[src/rtl/tag_pkg.sv]
// Shared types and constants for the 2-way, 64-set tag store controller.
package tag_pkg;

   localparam int ADDR_W    = 32;
   localparam int SET_W     = 6;
   localparam int OFF_W     = 4;
   localparam int WORD_LEN  = 32;
   localparam int TAG_W     = ADDR_W - SET_W - OFF_W;
   localparam int VALID_BIT = 31;
   localparam int NUM_SETS  = 1 << SET_W;
   localparam int FCNT_W    = SET_W + 1;

   typedef enum logic [2:0] {
      IDLE,
      RD0,
      RD1,
      CMP,
      MREQ,
      MWAIT,
      FILL,
      FLUSH
   } state_t;

   // Valid bit set, tag in the low bits, everything else zero.
   function automatic logic [WORD_LEN-1:0] make_tag_word(input logic [TAG_W-1:0] tag);
      logic [WORD_LEN-1:0] word;
      word               = '0;
      word[VALID_BIT]    = 1'b1;
      word[TAG_W-1:0]    = tag;
      return word;
   endfunction

endpackage

[src/rtl/tag_ctrl_if.sv]
// Request/response, refill and tag SRAM signals of the tag controller.
// master = controller side, slave = front end / memory side / SRAM.
interface tag_ctrl_if import tag_pkg::*; ();

   logic                req_valid;
   logic                req_ready;
   logic [ADDR_W-1:0]   req_addr;
   logic                rsp_valid;
   logic                rsp_hit;
   logic                rsp_way;
   logic                refill_valid;
   logic                refill_ready;
   logic [ADDR_W-1:0]   refill_addr;
   logic                refill_done;
   logic                flush;
   logic                flush_busy;
   logic                sram_ce;
   logic                sram_web;
   logic                sram_oeb;
   logic                sram_bank;
   logic [SET_W-1:0]    sram_addr;
   logic [WORD_LEN-1:0] sram_wdata;
   logic [WORD_LEN-1:0] sram_rdata;

   modport master (
      input  req_valid, req_addr, refill_ready, refill_done, flush, sram_rdata,
      output req_ready, rsp_valid, rsp_hit, rsp_way, refill_valid, refill_addr,
             flush_busy, sram_ce, sram_web, sram_oeb, sram_bank, sram_addr, sram_wdata
   );

   modport slave (
      output req_valid, req_addr, refill_ready, refill_done, flush, sram_rdata,
      input  req_ready, rsp_valid, rsp_hit, rsp_way, refill_valid, refill_addr,
             flush_busy, sram_ce, sram_web, sram_oeb, sram_bank, sram_addr, sram_wdata
   );

endinterface

[src/rtl/tag_lru.sv]
// 64x1 LRU bit file: each bit names the way to evict next in its set.
module tag_lru import tag_pkg::*; (
   input  logic             clk,
   input  logic             rst,
   input  logic             clear,
   input  logic             upd_en,
   input  logic             upd_val,
   input  logic [SET_W-1:0] set,
   output logic             rd_val
);

   logic [NUM_SETS-1:0] lru_reg;

   generate
      for (genvar gi = 0; gi < NUM_SETS; gi++) begin : g_bit
         always_ff @(posedge clk or posedge rst) begin
            if (rst)
               lru_reg[gi] <= 1'b0;
            else if (clear)
               lru_reg[gi] <= 1'b0;
            else if (upd_en && set == SET_W'(gi))
               lru_reg[gi] <= upd_val;
         end
      end
   endgenerate

   assign rd_val = lru_reg[set];

endmodule

[src/rtl/tag_ctrl.sv]
// Tag store sequencer: lookup, victim choice, refill handshake, tag install, flush.
// Optional TAG_AUTO_FLUSH_EN: invalidate the whole array right after reset release.
module tag_ctrl import tag_pkg::*; (
   input  logic       clk,
   input  logic       rst,
   tag_ctrl_if.master bus
);

   localparam logic [ADDR_W-1:0] LINE_MASK = ~ADDR_W'((1 << OFF_W) - 1);

   state_t              state_reg;
   logic [ADDR_W-1:0]   addr_reg;
   logic [WORD_LEN-1:0] tag0_reg;
   logic                victim_reg;
   logic [FCNT_W-1:0]   cnt_reg;

   logic                req_ready_reg;
   logic                rsp_valid_reg;
   logic                rsp_hit_reg;
   logic                rsp_way_reg;
   logic                refill_valid_reg;
   logic [ADDR_W-1:0]   refill_addr_reg;
   logic                flush_busy_reg;
   logic                sram_ce_reg;
   logic                sram_web_reg;
   logic                sram_oeb_reg;
   logic                sram_bank_reg;
   logic [SET_W-1:0]    sram_addr_reg;
   logic [WORD_LEN-1:0] sram_wdata_reg;

   logic [SET_W-1:0]    set_idx;
   logic [TAG_W-1:0]    tag_val;
   logic [WORD_LEN-1:0] want_word;
   logic [FCNT_W-1:0]   cnt_inc;
   logic                hit0;
   logic                hit1;
   logic                start_flush;
   logic                lru_clear;
   logic                lru_upd_en;
   logic                lru_upd_val;
   logic                lru_rd;

`ifdef TAG_AUTO_FLUSH_EN
   logic init_reg;
   assign start_flush = bus.flush | init_reg;
`else
   assign start_flush = bus.flush;
`endif

   assign set_idx   = addr_reg[OFF_W +: SET_W];
   assign tag_val   = addr_reg[ADDR_W-1 -: TAG_W];
   assign want_word = make_tag_word(tag_val);
   assign cnt_inc   = cnt_reg + 1'b1;

   // Only make_tag_word() or zero is ever written, so a full-word compare is
   // the same as valid && tag match.
   assign hit0 = (tag0_reg == want_word);
   assign hit1 = (bus.sram_rdata == want_word);

   assign lru_clear   = (state_reg == IDLE) && start_flush;
   assign lru_upd_en  = ((state_reg == CMP) && (hit0 || hit1)) || (state_reg == FILL);
   assign lru_upd_val = (state_reg == FILL) ? ~victim_reg : hit0;

   tag_lru u_lru (
      .clk     (clk),
      .rst     (rst),
      .clear   (lru_clear),
      .upd_en  (lru_upd_en),
      .upd_val (lru_upd_val),
      .set     (set_idx),
      .rd_val  (lru_rd)
   );

   always_ff @(posedge clk or posedge rst) begin
      if (rst) begin
         state_reg        <= IDLE;
         addr_reg         <= '0;
         tag0_reg         <= '0;
         victim_reg       <= 1'b0;
         cnt_reg          <= '0;
         req_ready_reg    <= 1'b0;
         rsp_valid_reg    <= 1'b0;
         rsp_hit_reg      <= 1'b0;
         rsp_way_reg      <= 1'b0;
         refill_valid_reg <= 1'b0;
         refill_addr_reg  <= '0;
         flush_busy_reg   <= 1'b0;
         sram_ce_reg      <= 1'b0;
         sram_web_reg     <= 1'b1;
         sram_oeb_reg     <= 1'b1;
         sram_bank_reg    <= 1'b0;
         sram_addr_reg    <= '0;
         sram_wdata_reg   <= '0;
`ifdef TAG_AUTO_FLUSH_EN
         init_reg         <= 1'b1;
`endif
      end else begin
         // Outputs describe the next state's cycle; the SRAM idles unless a
         // transition below starts an access.
         rsp_valid_reg <= 1'b0;
         sram_ce_reg   <= 1'b0;
         sram_web_reg  <= 1'b1;
         sram_oeb_reg  <= 1'b1;

         case (state_reg)
            IDLE: begin
               if (start_flush) begin
                  state_reg      <= FLUSH;
                  req_ready_reg  <= 1'b0;
                  flush_busy_reg <= 1'b1;
                  cnt_reg        <= '0;
                  sram_ce_reg    <= 1'b1;
                  sram_web_reg   <= 1'b0;
                  sram_bank_reg  <= 1'b0;
                  sram_addr_reg  <= '0;
                  sram_wdata_reg <= '0;
               end else if (bus.req_valid && req_ready_reg) begin
                  state_reg     <= RD0;
                  req_ready_reg <= 1'b0;
                  addr_reg      <= bus.req_addr & LINE_MASK;
                  sram_ce_reg   <= 1'b1;
                  sram_oeb_reg  <= 1'b0;
                  sram_bank_reg <= 1'b0;
                  sram_addr_reg <= bus.req_addr[OFF_W +: SET_W];
               end else begin
                  req_ready_reg <= 1'b1;
               end
            end

            RD0: begin
               state_reg     <= RD1;
               sram_ce_reg   <= 1'b1;
               sram_oeb_reg  <= 1'b0;
               sram_bank_reg <= 1'b1;
            end

            RD1: begin
               tag0_reg  <= bus.sram_rdata;
               state_reg <= CMP;
            end

            CMP: begin
               if (hit0 || hit1) begin
                  rsp_valid_reg <= 1'b1;
                  rsp_hit_reg   <= 1'b1;
                  rsp_way_reg   <= ~hit0;
                  req_ready_reg <= 1'b1;
                  state_reg     <= IDLE;
               end else begin
                  if (!tag0_reg[VALID_BIT])
                     victim_reg <= 1'b0;
                  else if (!bus.sram_rdata[VALID_BIT])
                     victim_reg <= 1'b1;
                  else
                     victim_reg <= lru_rd;
                  refill_valid_reg <= 1'b1;
                  refill_addr_reg  <= addr_reg;
                  state_reg        <= MREQ;
               end
            end

            MREQ: begin
               if (bus.refill_ready) begin
                  refill_valid_reg <= 1'b0;
                  state_reg        <= MWAIT;
               end
            end

            MWAIT: begin
               if (bus.refill_done) begin
                  state_reg      <= FILL;
                  sram_ce_reg    <= 1'b1;
                  sram_web_reg   <= 1'b0;
                  sram_bank_reg  <= victim_reg;
                  sram_addr_reg  <= set_idx;
                  sram_wdata_reg <= want_word;
                  rsp_valid_reg  <= 1'b1;
                  rsp_hit_reg    <= 1'b0;
                  rsp_way_reg    <= victim_reg;
               end
            end

            FILL: begin
               req_ready_reg <= 1'b1;
               state_reg     <= IDLE;
            end

            FLUSH: begin
               if (cnt_reg == '1) begin
                  flush_busy_reg <= 1'b0;
                  req_ready_reg  <= 1'b1;
                  state_reg      <= IDLE;
               end else begin
                  cnt_reg        <= cnt_inc;
                  sram_ce_reg    <= 1'b1;
                  sram_web_reg   <= 1'b0;
                  sram_bank_reg  <= cnt_inc[0];
                  sram_addr_reg  <= cnt_inc[FCNT_W-1:1];
                  sram_wdata_reg <= '0;
               end
            end

            default: state_reg <= IDLE;
         endcase

`ifdef TAG_AUTO_FLUSH_EN
         if (state_reg == IDLE)
            init_reg <= 1'b0;
`endif
      end
   end

   assign bus.req_ready    = req_ready_reg;
   assign bus.rsp_valid    = rsp_valid_reg;
   assign bus.rsp_hit      = rsp_hit_reg;
   assign bus.rsp_way      = rsp_way_reg;
   assign bus.refill_valid = refill_valid_reg;
   assign bus.refill_addr  = refill_addr_reg;
   assign bus.flush_busy   = flush_busy_reg;
   assign bus.sram_ce      = sram_ce_reg;
   assign bus.sram_web     = sram_web_reg;
   assign bus.sram_oeb     = sram_oeb_reg;
   assign bus.sram_bank    = sram_bank_reg;
   assign bus.sram_addr    = sram_addr_reg;
   assign bus.sram_wdata   = sram_wdata_reg;

endmodule
[src/flat_wrapper.sv]
// flat-port wrapper written by rule: the top's interface ports become plain ports
module tag_ctrl_flat import tag_pkg::*;
  (clk, rst, bus_req_valid, bus_req_addr, bus_refill_ready, bus_refill_done, bus_flush, bus_sram_rdata, bus_req_ready, bus_rsp_valid, bus_rsp_hit, bus_rsp_way, bus_refill_valid, bus_refill_addr, bus_flush_busy, bus_sram_ce, bus_sram_web, bus_sram_oeb, bus_sram_bank, bus_sram_addr, bus_sram_wdata);
  tag_ctrl_if bus_i ();
  input  logic clk;
  input  logic rst;
  input wire logic [$bits(bus_i.req_valid)-1:0] bus_req_valid;
  input wire logic [$bits(bus_i.req_addr)-1:0] bus_req_addr;
  input wire logic [$bits(bus_i.refill_ready)-1:0] bus_refill_ready;
  input wire logic [$bits(bus_i.refill_done)-1:0] bus_refill_done;
  input wire logic [$bits(bus_i.flush)-1:0] bus_flush;
  input wire logic [$bits(bus_i.sram_rdata)-1:0] bus_sram_rdata;
  output wire logic [$bits(bus_i.req_ready)-1:0] bus_req_ready;
  output wire logic [$bits(bus_i.rsp_valid)-1:0] bus_rsp_valid;
  output wire logic [$bits(bus_i.rsp_hit)-1:0] bus_rsp_hit;
  output wire logic [$bits(bus_i.rsp_way)-1:0] bus_rsp_way;
  output wire logic [$bits(bus_i.refill_valid)-1:0] bus_refill_valid;
  output wire logic [$bits(bus_i.refill_addr)-1:0] bus_refill_addr;
  output wire logic [$bits(bus_i.flush_busy)-1:0] bus_flush_busy;
  output wire logic [$bits(bus_i.sram_ce)-1:0] bus_sram_ce;
  output wire logic [$bits(bus_i.sram_web)-1:0] bus_sram_web;
  output wire logic [$bits(bus_i.sram_oeb)-1:0] bus_sram_oeb;
  output wire logic [$bits(bus_i.sram_bank)-1:0] bus_sram_bank;
  output wire logic [$bits(bus_i.sram_addr)-1:0] bus_sram_addr;
  output wire logic [$bits(bus_i.sram_wdata)-1:0] bus_sram_wdata;
  assign bus_i.req_valid = bus_req_valid;
  assign bus_i.req_addr = bus_req_addr;
  assign bus_i.refill_ready = bus_refill_ready;
  assign bus_i.refill_done = bus_refill_done;
  assign bus_i.flush = bus_flush;
  assign bus_i.sram_rdata = bus_sram_rdata;
  assign bus_req_ready = bus_i.req_ready;
  assign bus_rsp_valid = bus_i.rsp_valid;
  assign bus_rsp_hit = bus_i.rsp_hit;
  assign bus_rsp_way = bus_i.rsp_way;
  assign bus_refill_valid = bus_i.refill_valid;
  assign bus_refill_addr = bus_i.refill_addr;
  assign bus_flush_busy = bus_i.flush_busy;
  assign bus_sram_ce = bus_i.sram_ce;
  assign bus_sram_web = bus_i.sram_web;
  assign bus_sram_oeb = bus_i.sram_oeb;
  assign bus_sram_bank = bus_i.sram_bank;
  assign bus_sram_addr = bus_i.sram_addr;
  assign bus_sram_wdata = bus_i.sram_wdata;
  tag_ctrl u_core (.clk(clk), .rst(rst), .bus(bus_i));
endmodule
[config.mk]
export PLATFORM = sky130hd
export DESIGN_NAME = tag_ctrl_flat
export DESIGN_NICKNAME = d
export VERILOG_FILES = /design/src/rtl/tag_pkg.sv /design/src/rtl/tag_ctrl_if.sv /design/src/rtl/tag_lru.sv /design/src/rtl/tag_ctrl.sv /design/src/flat_wrapper.sv
export SDC_FILE = /design/constraint.sdc
export NUM_CORES = 1
export LEC_CHECK = 0
export BUFFER_PORTS_ARGS = -buffer_cell sky130_fd_sc_hd__buf_4
export CAP_MARGIN = 20
export CORE_ASPECT_RATIO = 0.6
export CORE_MARGIN = 1.5
export CORE_UTILIZATION = 57
export CTS_CLUSTER_SIZE = 10
export DETAILED_ROUTE_END_ITERATION = 6
export PLACE_DENSITY = 0.8
export SLEW_MARGIN = 20
export SYNTH_ARGS = -nofsm -noshare
export SYNTH_HDL_FRONTEND = slang
export SYNTH_SLANG_ARGS = --single-unit
[constraint.sdc]
create_clock -name clk -period 6.9 [get_ports clk]
set_input_delay 0 -clock clk [delete_from_list [all_inputs] [get_ports clk]]
set_output_delay 0 -clock clk [all_outputs]
set_load 0.01 [all_outputs]
== After elaboration in Yosys (flattened, before gate mapping) ==
Index checks and enable logic that the tools add are counted.
Storage, ports and cells
  input bits: 70
  register bits: 211
  word-level logic and storage cells: 506
  output and inout port bits: 80
Operators by class
  add/subtract/negate cells: 1
  eq/ne operators: 81
  mux-type cells: 185
  order comparisons: 1
  bitwise operators: 4
  reductions and logical operators: 152
Operators by type and width (count)
  6-bit == test (second input constant): 32
  1-bit 2-to-1 mux: 155
  2-bit nonzero test: 67
  6-bit by 5-bit == test with 1-bit output (second input constant): 16
  32-bit 2-to-1 mux: 3
  32-bit case mux with 3 select lines: 1
  1-bit logical AND: 67
  32-bit == test: 2
  6-bit by 4-bit == test with 1-bit output (second input constant): 8
  6-bit by 3-bit == test with 1-bit output (second input constant): 4
  6-bit 2-to-1 mux: 4
  3-bit case mux with 8 select lines: 1
  3-bit 2-to-1 mux: 6
  6-bit case mux with 3 select lines: 1
  3-bit AND reduction: 6
  4-bit AND reduction: 4
  7-bit 2-to-1 mux: 2
  7-bit case mux with 2 select lines: 1
  3-bit == test (second input constant): 4
  6-bit by 2-bit == test with 1-bit output (second input constant): 2
  2-bit != test (second input constant): 6
  1-bit case mux with 2 select lines: 6
  1-bit case mux with 4 select lines: 3
  4-bit nonzero test: 2
  other kinds (16): 21

== Depth between registers and ports, before layout ==
Gate-level depths: netlist (run 1).
  depth after elaboration: 7
  gate-level depth with buffers: 9
  depth with buffers taken out: 7

== By module ==
Synthesis (run 1) repeated with hierarchy kept, for this count alone.
Second synthesis, totals
  cell total of the unflattened synthesis: 909
  area total of the unflattened synthesis: 9909.5 µm²
Modules (own cells, without submodules)
  tag_ctrl: cells each 488, times used 1, seq. area each 3455.8 µm², area each 6231.0 µm²
  tag_lru: cells each 421, times used 1, seq. area each 1601.5 µm², area each 3678.5 µm²

== Least setup slack after synthesis (run 1) ==
Ideal clock, no wire load.
  path kind: register to register
  from: register u_core.tag0_reg[22]
  to: register u_core.refill_addr_reg[10], in the netlist u_core.bus.refill_addr[10]
  path slack: 4450 ps
  data required time: 6775 ps
  buffers on the path: 2
  period minus slack after synthesis: 2450 ps
  arrival time: 2325 ps
  library setup time: 125 ps
  cell stages (with the launch flop): 9
  cells stage by stage: dfrtp_1 -> nor4b_2 -> nand4_1 -> or4_4 -> o22ai_1 -> or3_1 -> buf_2 -> buf_2 -> mux2_2
Between the ends
  cells in the longest elaborated chain, start to end: 4
Ends and longest elaborated chain
  start, declared: line tag_ctrl.sv:13  | logic [WORD_LEN-1:0] tag0_reg;
  start signal, assigned: line tag_ctrl.sv:138  | tag0_reg <= bus.sram_rdata;
  32-bit == test: line tag_ctrl.sv:57  | assign hit0 = (tag0_reg == want_word);
  1-bit logical OR: line tag_ctrl.sv:143  | if (hit0 || hit1) begin
  1-bit NOT (no source line)
  2-bit AND reduction (no source line)
  end signal, assigned: line tag_ctrl.sv:157  | refill_addr_reg <= addr_reg;
  end, declared: line tag_ctrl.sv:22  | logic [ADDR_W-1:0] refill_addr_reg;
No other way between the ends.
A chain may end at the register's enable or synchronous reset.

== Final worst setup path (run 1) ==
  from: register u_core.addr_reg[13]
  to: register u_core.refill_addr_reg[20], in the netlist u_core.bus.refill_addr[20]
Between the ends
  cells in the longest elaborated chain, start to end: 4
  elaborated cells on any way between the ends: 5
  those cells by class: 2 x eq/ne; 1 x bitwise; 2 x reduce/logical
Ends and longest elaborated chain
  start, declared: line tag_ctrl.sv:12  | logic [ADDR_W-1:0] addr_reg;
  start signal, assigned: line tag_ctrl.sv:120  | addr_reg <= bus.req_addr & LINE_MASK;
  32-bit == test, on equally long branches: line tag_ctrl.sv:57, tag_ctrl.sv:58
  1-bit logical OR (*): line tag_ctrl.sv:143
  1-bit NOT (no source line) (*)
  2-bit AND reduction (no source line) (*)
Mark *: on every way between the ends. The rest lies on a longest branch, timed or not.

==> flow_metrics.tcl, run 1 <==
set metrics [dict create \
    status "finished clean" \
    syn_area_per_cell_sq_um 11.0 \
    final_layout_size_suffix_gt1_share_pct 24.7 \
    routabilityCongestion 0.891 \
    fillers 1062 \
    switching_share_pct 38.3 \
    drcViolationCount 0 \
    vdd_drop_max_mv 0.299 \
    synth.largest_area_cell "dfrtp_1" \
    first_pass_iters 5 \
    core_area_sq_mm 0.0164 \
    power_mw 4.89 \
    p_int_mw 3.02 \
    yosysMostFrequentCell "dfrtp_1" \
    drtIter0Drc 911 \
    ys_types 51 \
    sequentialPowerShare_pct 40.5 \
    pwr-share-comb_pct 36.0 \
    worstPathRequired_ns 7.28 \
    cp_slowest_cell "or3_1" \
    r2r-start "u_core.addr_reg[13]$_DFFE_PP0P_" \
    clk_pin_slew_ns 0.06 \
    cts_root_buf "clkbuf_16" \
    area_delta_synth_final_pct 25.6 \
    finClkSkew_ns 0.0222 \
    synth_area_sq_mm 0.00959 \
    cap_violations 0 \
    hold_ws_ns 0.240 \
    finalCriticalPeriod_ns 3.43 \
    cts_tree "yes" \
    antenna_found_initial 0 \
    synth_edf_count 0 \
    clockBufferDepth 3 \
    synthArstFlopShare_pct 100 \
    hp-class "input port to asynchronous set/reset pin" \
    post_cts.repair.setup_buffers 0 \
    fmax_mhz 292 \
    ys_seq_area_share_pct 52.8 \
    pwr-share-clk_pct 23.5 \
    cts_max_level 1 \
    setup-tns-final_ns 0 \
    register_area_sq_mm 0.00506 \
    critPathCaptureType "flip-flop" \
    antenna-diode-count 0 \
    die-area_sq_mm 0.0176 \
    p_leak_nw 5.45 \
    yosys.area.top_type_share_pct 52.2 \
    synthCells 872 \
    ys_seq_elements 202 \
    final_max_slew_viol_count 0 \
    cts_made_buffers 24 \
    critPathLaunchType "flip-flop" \
    cpPeakStageDelay_ns 0.62 \
    clock_latency_ns 0.51 \
    path_class "flip-flop to flip-flop" \
    overflow 0 \
    worstMarginPinSlew_ns 1.07 \
    p_sw_mw 1.87 \
    setup_viol 0 \
    ios 150 \
    timing.final.crit_share_pct 49.7 \
    die_h_um 103 \
    multi_input_area_sq_mm 0.00419 \
    floorplan.initialDensity_pct 58.6 \
    path_cells "xnor2_1, nand4_1, or4_4, o22ai_1, or3_1, buf_4, mux2_2" \
    yosys-top-cells-count "dfrtp_1 (200), nand2_1 (140), o211ai_1 (66), o31ai_1 (66), mux2_2 (63)" \
    rows 36 \
    grtUsageTotal_pct 30.9 \
    wl_per_cell_um 20.1 \
    path_max_fanout 20 \
    ys.flop_type "dfrtp_1" \
    port_buffers 132 \
    fin_util_pct 73.6 \
    crit_path_start "u_core.addr_reg[13]$_DFFE_PP0P_" \
    grt_pass1_vias 7427 \
    placed_area_sq_mm 0.0106 \
    rsz0062_at_grt "no" \
    yosysWarnings 0 \
    ant_nets 0 \
    slew_headroom_pct 28.5 \
    num_vias 7703 \
    layout.nets 1118 \
    arrival_ns 3.81 \
    vias_per_cell 5.96 \
    dp_hpwl_um 16200 \
    p_per_area_mw_per_mm2 406 \
    drt_wl_total_um 26000 \
    grt_pass1_wl_um 41400 \
    cts_num_sinks 202 \
    synthTopCellsByArea "dfrtp_1 (52%), mux2_2 (7.4%), nand2_1 (5.5%)" \
    die_x_um 170 \
    grt_max_degree 120 \
    fin_area_sq_mm 0.0120 \
    hold_viol 0 \
    largest_reg_flops 64 \
]
## through the flow
step	std cells	setup slack, ns
after detailed placement	1181	3.53
final	1293	3.47
after global placement	1181	3.60
after floorplan	884	1.39
after CTS	1292	3.50
after global routing	1293	3.29
## cell usage in the layout, fill, tap and decap left out, drive strengths merged, types with 2 or more instances in the layout
cell,instances
and3,3
o31ai,66
a21oi,15
nor2,38
xor2,24
nor2b,8
dfrtp,200
nor4,7
xnor2,25
nand3,14
inv,6
nor3,7
a211oi,6
mux2,63
buf,145
nand2,140
a21o,2
a22o,22
dlygate4sd3,67
nor4b,2
mux4,13
o211ai,66
or4,2
clkbuf,44
nand4,8
conb,13
o22ai,4
mux2i,6
a31oi,7
dfstp,2
and2,4
o21ai,24
## worst max-delay path: cells and delay by family (launching register included)
family | cells | cell delay, ns
DFF | 1 | 0.44
and+or+nand+nor | 3 | 1.39
buffers and inverters | 1 | 0.44
muxes | 1 | 0.39
xor gates and xnor gates | 1 | 0.40
AOI/OAI and AO/OA | 1 | 0.25
## final timing paths
kind	end	slack (ns)	cells past startpoint
worst max register to register	u_core.bus.refill_addr[20]$_DFFE_PP0P_	3.47	7
max in group asynchronous	u_core.bus.sram_wdata[12]$_DFFE_PP0P_	5.41	4
min in group clk	u_core.tag0_reg[4]$_DFFE_PP0N_	0.25	4
worst min register to register	u_core.bus.sram_wdata[31]$_DFFE_PP0P_	0.48	1
worst max-delay path	u_core.bus.refill_addr[20]$_DFFE_PP0P_	3.47	7
worst min-delay path	u_core.u_lru.lru_reg[25]$_DFFE_PP0P_	0.24	3
## metal layers
metal  global-route usage [%]  up-vias  routed length, um
met5                        0        -                  0
met4                     7.49        0                487
met3                     5.71       48               2230
met2                     45.8      349              11200
met1                     47.4     3788              12100
li1                         -     3518                  -
## power groups by stage
| stage | clock (mW) | sequential (mW) | combinational, mW |
|---|---|---|---|
| final | 1.15 | 1.98 | 1.76 |
| after detailed placement | 0 | 1.96 | 1.68 |
| after CTS | 1.15 | 1.95 | 1.73 |
| after global placement | 0 | 1.95 | 1.64 |
| after global routing | 1.21 | 2.02 | 1.92 |
| after floorplan | 0 | 1.89 | 1.12 |
## kinds of logic (layout without fill, tap and decap cells)
| kind of cell | Yosys count | count (layout) | synth area share, % |
|---|---|---|---|
| multiplexers | 82 | 82 | 11.1 |
| adder cells (fa/ha/maj) | 1 | 1 | 0.130 |
| XOR/XNOR | 49 | 49 | 4.48 |
| AND/OR/NAND/NOR | 236 | 236 | 10.9 |
| AO/OA/AOI/OAI | 219 | 219 | 16.4 |
| other | 1 | 13 | 0.0391 |
| buffers and inverters | 82 | 263 | 4.29 |
| flip-flops | 202 | 202 | 52.8 |
## layout make-up
type                            instances  share of cell area, %
Clock buffer                           43                   5.76
Clock inverter                          1                 0.0728
Timing Repair Buffer                  213                   14.7
Sequential cell                       202                   42.0
Multi-Input combinational cell        600                   34.8
Tap cell                              228                   2.37
Inverter                                6                  0.249
## timing repair
item                      CTS  global route
gates resized for setup     0             0
hold buffers               67             0
hold endpoints to repair  190             0
No activity file was read; power rests on OpenSTA's default activity.
==> run 2, diff against run 1 <==
- clock period: 6.9 -> 3.56 ns (I/O delays scaled with it)
==> flow_metrics.tcl, run 2 (synthesis gave the netlist of run 1 again) <==
set metrics [dict create \
    preCtsSetupSlack_ns 0.669 \
    grt_max_degree 114 \
    cts_num_sinks 202 \
    crit_top_cell "o211ai_1" \
    clk_pin_slew_ns 0.06 \
    cts_tree "yes" \
    dp.cells 1191 \
    final_layout_size_suffix_gt1_share_pct 25.2 \
    critPathCaptureType "flip-flop" \
    slew_headroom_pct 26.0 \
    status "finished clean" \
    fmax_mhz 332 \
    grt_pass1_wl_um 43200 \
    first_pass_iters 5 \
    p_leak_nw 5.49 \
    ios 150 \
    drcViolationCount 0 \
    final.setup.worst_slack_ns 0.552 \
    final_max_slew_viol_count 0 \
    largest_reg_flops 64 \
    hold_viol 0 \
    wl_per_cell_um 20.9 \
    rsz0062_at_grt "no" \
    dp_hpwl_um 16700 \
    drtIter0Drc 709 \
    cts_max_level 1 \
    layout.nets 1128 \
    grtUsageTotal_pct 32.3 \
    hold_buffers 68 \
    clockBufferDepth 3 \
    antenna_found_initial 0 \
    area_delta_synth_final_pct 26.4 \
    vias_per_cell 6.08 \
    cap_violations 0 \
    path_max_fanout 32 \
    fin_util_pct 74.1 \
    rows 36 \
    vdd_drop_max_mv 0.605 \
    antenna-diode-count 0 \
    setup_viol 0 \
    cts_root_buf "clkbuf_16" \
    die_h_um 103 \
    final_cell_mix "dfrtp_1 (200), buf_4 (153), nand2_1 (139), dlygate4sd3_1 (68)" \
    setup-tns-final_ns 0 \
    die_x_um 170 \
    finClkSkew_ns 0.0266 \
    critPathLaunchType "flip-flop" \
    worstPathRequired_ns 3.93 \
    power_mw 9.63 \
    finalCriticalPeriod_ns 3.01 \
    num_vias 7925 \
    worstMarginPinSlew_ns 1.11 \
    mostFrequentLayoutCell "dfrtp_1" \
    path_cells "xnor2_1, nand4_1, or4_1, o22ai_1, o211ai_1, buf_4, o211ai_1, o31ai_1" \
    hp-class "input port to asynchronous set/reset pin" \
    ant_nets 0 \
    path_class "flip-flop to flip-flop" \
    p_per_area_mw_per_mm2 795 \
    cts_made_buffers 24 \
    core_area_sq_mm 0.0164 \
    cpPeakStageDelay_ns 0.51 \
    die-area_sq_mm 0.0176 \
    fillers 1087 \
    routabilityCongestion 0.890 \
    port_buffers 132 \
    grt_pass1_vias 7735 \
    cts_repair_resize_count 0 \
    drt_wl_total_um 27300 \
    final-instance-count-excl-fill 1303 \
    cp_slowest_cell "or4_1" \
    post_cts.repair.setup_buffers 0 \
    overflow 0 \
    floorplan.initialDensity_pct 58.6 \
    timing.final.crit_share_pct 84.5 \
    clock_latency_ns 0.52 \
    arrival_ns 3.38 \
]
==> run 2: changes by cell type in the layout (fill, tap and decap cells not counted), sizes merged <==
cell | before | now
dlygate4sd3 | 67 | 68
clkbuf | 44 | 42
buf | 145 | 155
clkinvlp | 0 | 1
inv | 6 | 5
clkinv | 1 | 2
==> run 2: worst paths after layout <==
check | cells past startpoint | slack [ns] | startpoint | end
min reg2reg | 2 | 0.49 | u_core.tag0_reg[29]$_DFFE_PP0N_ | u_core.tag0_reg[29]$_DFFE_PP0N_
max in group asynchronous | 4 | 2.37 | rst | u_core.cnt_reg[6]$_DFFE_PP0P_
min | 3 | 0.18 | rst | u_core.addr_reg[16]$_DFFE_PP0P_
min in group clk | 4 | 0.24 | bus_sram_rdata[6] | u_core.tag0_reg[6]$_DFFE_PP0N_
max reg2reg | 8 | 0.55 | u_core.addr_reg[24]$_DFFE_PP0P_ | u_core.u_lru.lru_reg[62]$_DFFE_PP0P_
max | 8 | 0.55 | u_core.addr_reg[24]$_DFFE_PP0P_ | u_core.u_lru.lru_reg[62]$_DFFE_PP0P_
==> run 2: routing by layer <==
metal / up-vias / share of wire, % / global-route usage [%]
met1: 3915 / 45 / 48.7
met3: 61 / 8.6 / 6.01
met4: 0 / 2.9 / 11.0
met2: 402 / 43 / 47.6
li1: 3547 / - / -
met5: - / 0 / 0
==> run 2: area by class of cell <==
class                           instances  area (sq um)  share of cell area [%]
Inverter                                6          26.3                   0.217
Clock inverter                          2          25.0                   0.207
Sequential cell                       202          5060                    41.7
Clock buffer                           42           668                    5.51
Multi-Input combinational cell        600          4190                    34.5
Tap cell                              228           285                    2.35
Timing Repair Buffer                  223          1870                    15.4
==> run 2: worst max-delay path: cells and delay by family (launching register included) <==
| family | cells | cell delay, ns |
|---|---|---|
| buf+inv | 1 | 0.27 |
| xor+xnor | 1 | 0.48 |
| flops | 1 | 0.46 |
| compound gates | 4 | 0.88 |
| simple gates | 2 | 0.76 |
==> run 2: power by group <==
part           switching, mW  internal [mW]
Clock                  0.960           1.27
Sequential             0.903           3.02
Combinational           1.91           1.57
Total                   3.77           5.86
==> run 2: through the flow <==
stage                     hold WS [ns]  instance area [sq um]
final                            0.177                  12100
after global routing             0.225                  12100
after CTS                        0.194                  12100
after detailed placement         0.168                  10700
after global placement           0.158                  10700
after floorplan                  0.105                   9640
==> run 3, diff against run 2 <==
- ABC_AREA: unset -> 1
- CORE_UTILIZATION: 57 -> 58
- PLACE_DENSITY: 0.8 -> 0.81
- clock period: 3.56 -> 3.1 ns (I/O delays scaled with it)
==> flow_metrics.tcl, run 3 <==
set metrics [dict create \
    fillers 1300 \
    hold_ws_ns 0.262 \
    hold_viol 0 \
    multi_input_area_sq_mm 0.00434 \
    fin_area_sq_mm 0.0126 \
    ys_seq_area_share_pct 49.7 \
    p_leak_nw 6.31 \
    final_cell_mix "nand2_1 (443), dfrtp_1 (200), nor2_1 (168), buf_4 (142), nand3_1 (94)" \
    power_mw 11.4 \
    slew_headroom_pct 46.8 \
    timing.final.crit_share_pct 77.1 \
    die_x_um 174 \
    clk_pin_slew_ns 0.06 \
    met1_usage_pct 49.5 \
    drtIter0Drc 1191 \
    cap_violations 0 \
    ys_seq_elements 202 \
    yosysMostFrequentCell "nand2_1" \
    grtUsageMet3_pct 5.88 \
    cts_made_buffers 24 \
    synthTopCellsByArea "dfrtp_1 (49%), nand2_1 (16%), nor2_1 (6.2%)" \
    busiest_layer "met1" \
    preCtsSetupSlack_ns 0.778 \
    p_per_area_mw_per_mm2 902 \
    num_vias 10100 \
    grt_pass1_wl_um 47900 \
    ys.flop_type "dfrtp_1" \
    arrival_ns 2.83 \
    synthCells 1344 \
    pwr-share-comb_pct 40.2 \
    critPathCaptureType "flip-flop" \
    p_int_mw 6.61 \
    first_pass_iters 6 \
    floorplan.initialDensity_pct 59.4 \
    ant_nets 0 \
    yosys.area.top_type_share_pct 49.2 \
    p_sw_mw 4.75 \
    layout.nets 1586 \
    rows 37 \
    grtUsageTotal_pct 32.8 \
    clock_latency_ns 0.52 \
    finClkSkew_ns 0.0178 \
    hp-class "input port to flip-flop" \
    synth.largest_area_cell "dfrtp_1" \
    switching_share_pct 41.8 \
    cts_num_sinks 202 \
    synth_area_sq_mm 0.0102 \
    rsz0062_at_grt "no" \
    cp_slowest_cell "dfrtp_1" \
    crit_family "buffers and inverters" \
    port_buffers 132 \
    yosys-top-cells-count "nand2_1 (444), dfrtp_1 (200), nor2_1 (168)" \
    critPathLaunchType "flip-flop" \
    synth_edf_count 0 \
    cts_repair_resize_count 0 \
    ios 150 \
    overflow 0 \
    largest_reg_flops 64 \
    setup-tns-final_ns 0 \
    dp_hpwl_um 18500 \
    setup_viol 0 \
    vias_per_cell 5.71 \
    cts_max_level 1 \
    status "finished clean" \
    drcViolationCount 0 \
    grt_max_degree 109 \
    routabilityCongestion 0.871 \
    min-delay-start "bus_refill_ready" \
    syn_area_per_cell_sq_um 7.57 \
    vdd_drop_max_mv 0.591 \
    finalCriticalPeriod_ns 2.39 \
    ys_types 33 \
    drt_wl_total_um 29600 \
    core_area_sq_mm 0.0171 \
    path_max_fanout 108 \
    final.setup.worst_slack_ns 0.711 \
    wl_per_cell_um 16.8 \
    cts_tree "yes" \
    final_layout_size_suffix_gt1_share_pct 13.9 \
    sequentialPowerShare_pct 37.2 \
    path_class "flip-flop to flip-flop" \
    pwr-share-clk_pct 22.6 \
    gr-usage-met2_pct 48.7 \
    grt_pass1_vias 9365 \
    mostFrequentLayoutCell "nand2_1" \
    area_delta_synth_final_pct 23.8 \
    cpPeakStageDelay_ns 0.53 \
    worstMarginPinSlew_ns 0.798 \
    register_area_sq_mm 0.00506 \
    cts_root_buf "clkbuf_16" \
    yosysWarnings 0 \
    r2r-start "u_core.state_reg[0]$_DFFE_PP0P_" \
    fmax_mhz 419 \
    cp_num_buf_inv 4 \
    path_cells "inv_1, nand2_2, nor2_2, inv_2, buf_12, o21ai_0, a21oi_1, buf_4, nand3_1, nand2_1" \
    synthArstFlopShare_pct 100 \
    final_max_slew_viol_count 0 \
    crit_path_start "u_core.state_reg[0]$_DFFE_PP0P_" \
    worstPathRequired_ns 3.54 \
    placed_area_sq_mm 0.0112 \
    clockBufferDepth 3 \
    die-area_sq_mm 0.0184 \
    antenna_found_initial 0 \
    die_h_um 106 \
    antenna-diode-count 0 \
]
==> run 3: cell count changes after synthesis, moves of 63 or more <==
| cell | before | now |
|---|---|---|
| nor2_1 | 37 | 168 |
| o21ai_0 | 22 | 89 |
| nand4_1 | 8 | 71 |
| o211ai_1 | 66 | 0 |
| inv_1 | 5 | 73 |
| nand3_1 | 14 | 95 |
| mux2_2 | 63 | 0 |
| o31ai_1 | 66 | 0 |
| nand2_1 | 140 | 444 |
==> run 3: area by class of cell <==
class	instances	share of cell area, %
clock inverters	1	0.0695
well taps	234	2.32
repair buffers	213	14.5
clock buffers	43	5.50
inverters	100	3.01
flip-flops and latches	202	40.1
multi-input cells	974	34.4
==> run 3: final timing paths <==
check / endpoint / slack, ns / depth (start not counted)
max in group asynchronous: u_core.bus.sram_wdata[19]$_DFFE_PP0P_ / 1.47 / 5
min in group asynchronous: u_core.bus.sram_wdata[4]$_DFFE_PP0P_ / 0.59 / 4
hold / removal: u_core.bus.refill_valid$_DFFE_PP0P_ / 0.26 / 3
hold reg to reg: u_core.tag0_reg[22]$_DFFE_PP0N_ / 0.48 / 2
setup / recovery: u_core.u_lru.lru_reg[61]$_DFFE_PP0P_ / 0.71 / 10
setup reg to reg: u_core.u_lru.lru_reg[61]$_DFFE_PP0P_ / 0.71 / 10
==> run 3: through the flow <==
stage / instances / utilization [%]
after detailed placement: 1657 / 65.6
after floorplan: 1356 / -
after CTS: 1767 / 73.5
after global routing: 1767 / 73.5
after global placement: 1657 / 65.6
final: 1767 / 73.5
==> run 3: worst min-delay path, cell delays in order <==
cell	delay, ns
dlygate4sd3_1	0.55
buf_4	0.12
a22oi_1	0.06
==> run 3: timing repair <==
item	4_1_cts	5_1_grt
hold buffers	66	0
setup buffers	0	0
hold endpoints to repair	274	0
==> run 3: cell families after synthesis <==
logic type | count (synthesis) | synth area share (%)
buffers and inverters | 180 | 8.31
flip-flops | 202 | 49.7
XOR/XNOR | 10 | 0.861
adder cells (fa/ha/maj) | 1 | 0.123
AND/OR/NAND/NOR | 793 | 32.6
other | 1 | 0.0369
AO/OA/AOI/OAI | 157 | 8.31
==> run 3: power by group through the flow <==
| stage | clock network [mW] | logic, mW | registers (mW) |
|---|---|---|---|
| floorplan | 0 | 2.64 | 4.27 |
| global placement | 0 | 4.26 | 4.16 |
| detailed placement | 0 | 4.37 | 4.20 |
| CTS | 2.60 | 4.48 | 4.18 |
| global route | 2.71 | 5.07 | 4.30 |
| finish | 2.57 | 4.57 | 4.22 |
==> run 3: layer usage <==
layer	vias up	wire [um]
met3	67	3090
met2	576	12700
met5	-	0
met1	4777	13100
met4	0	750
li1	4662	-
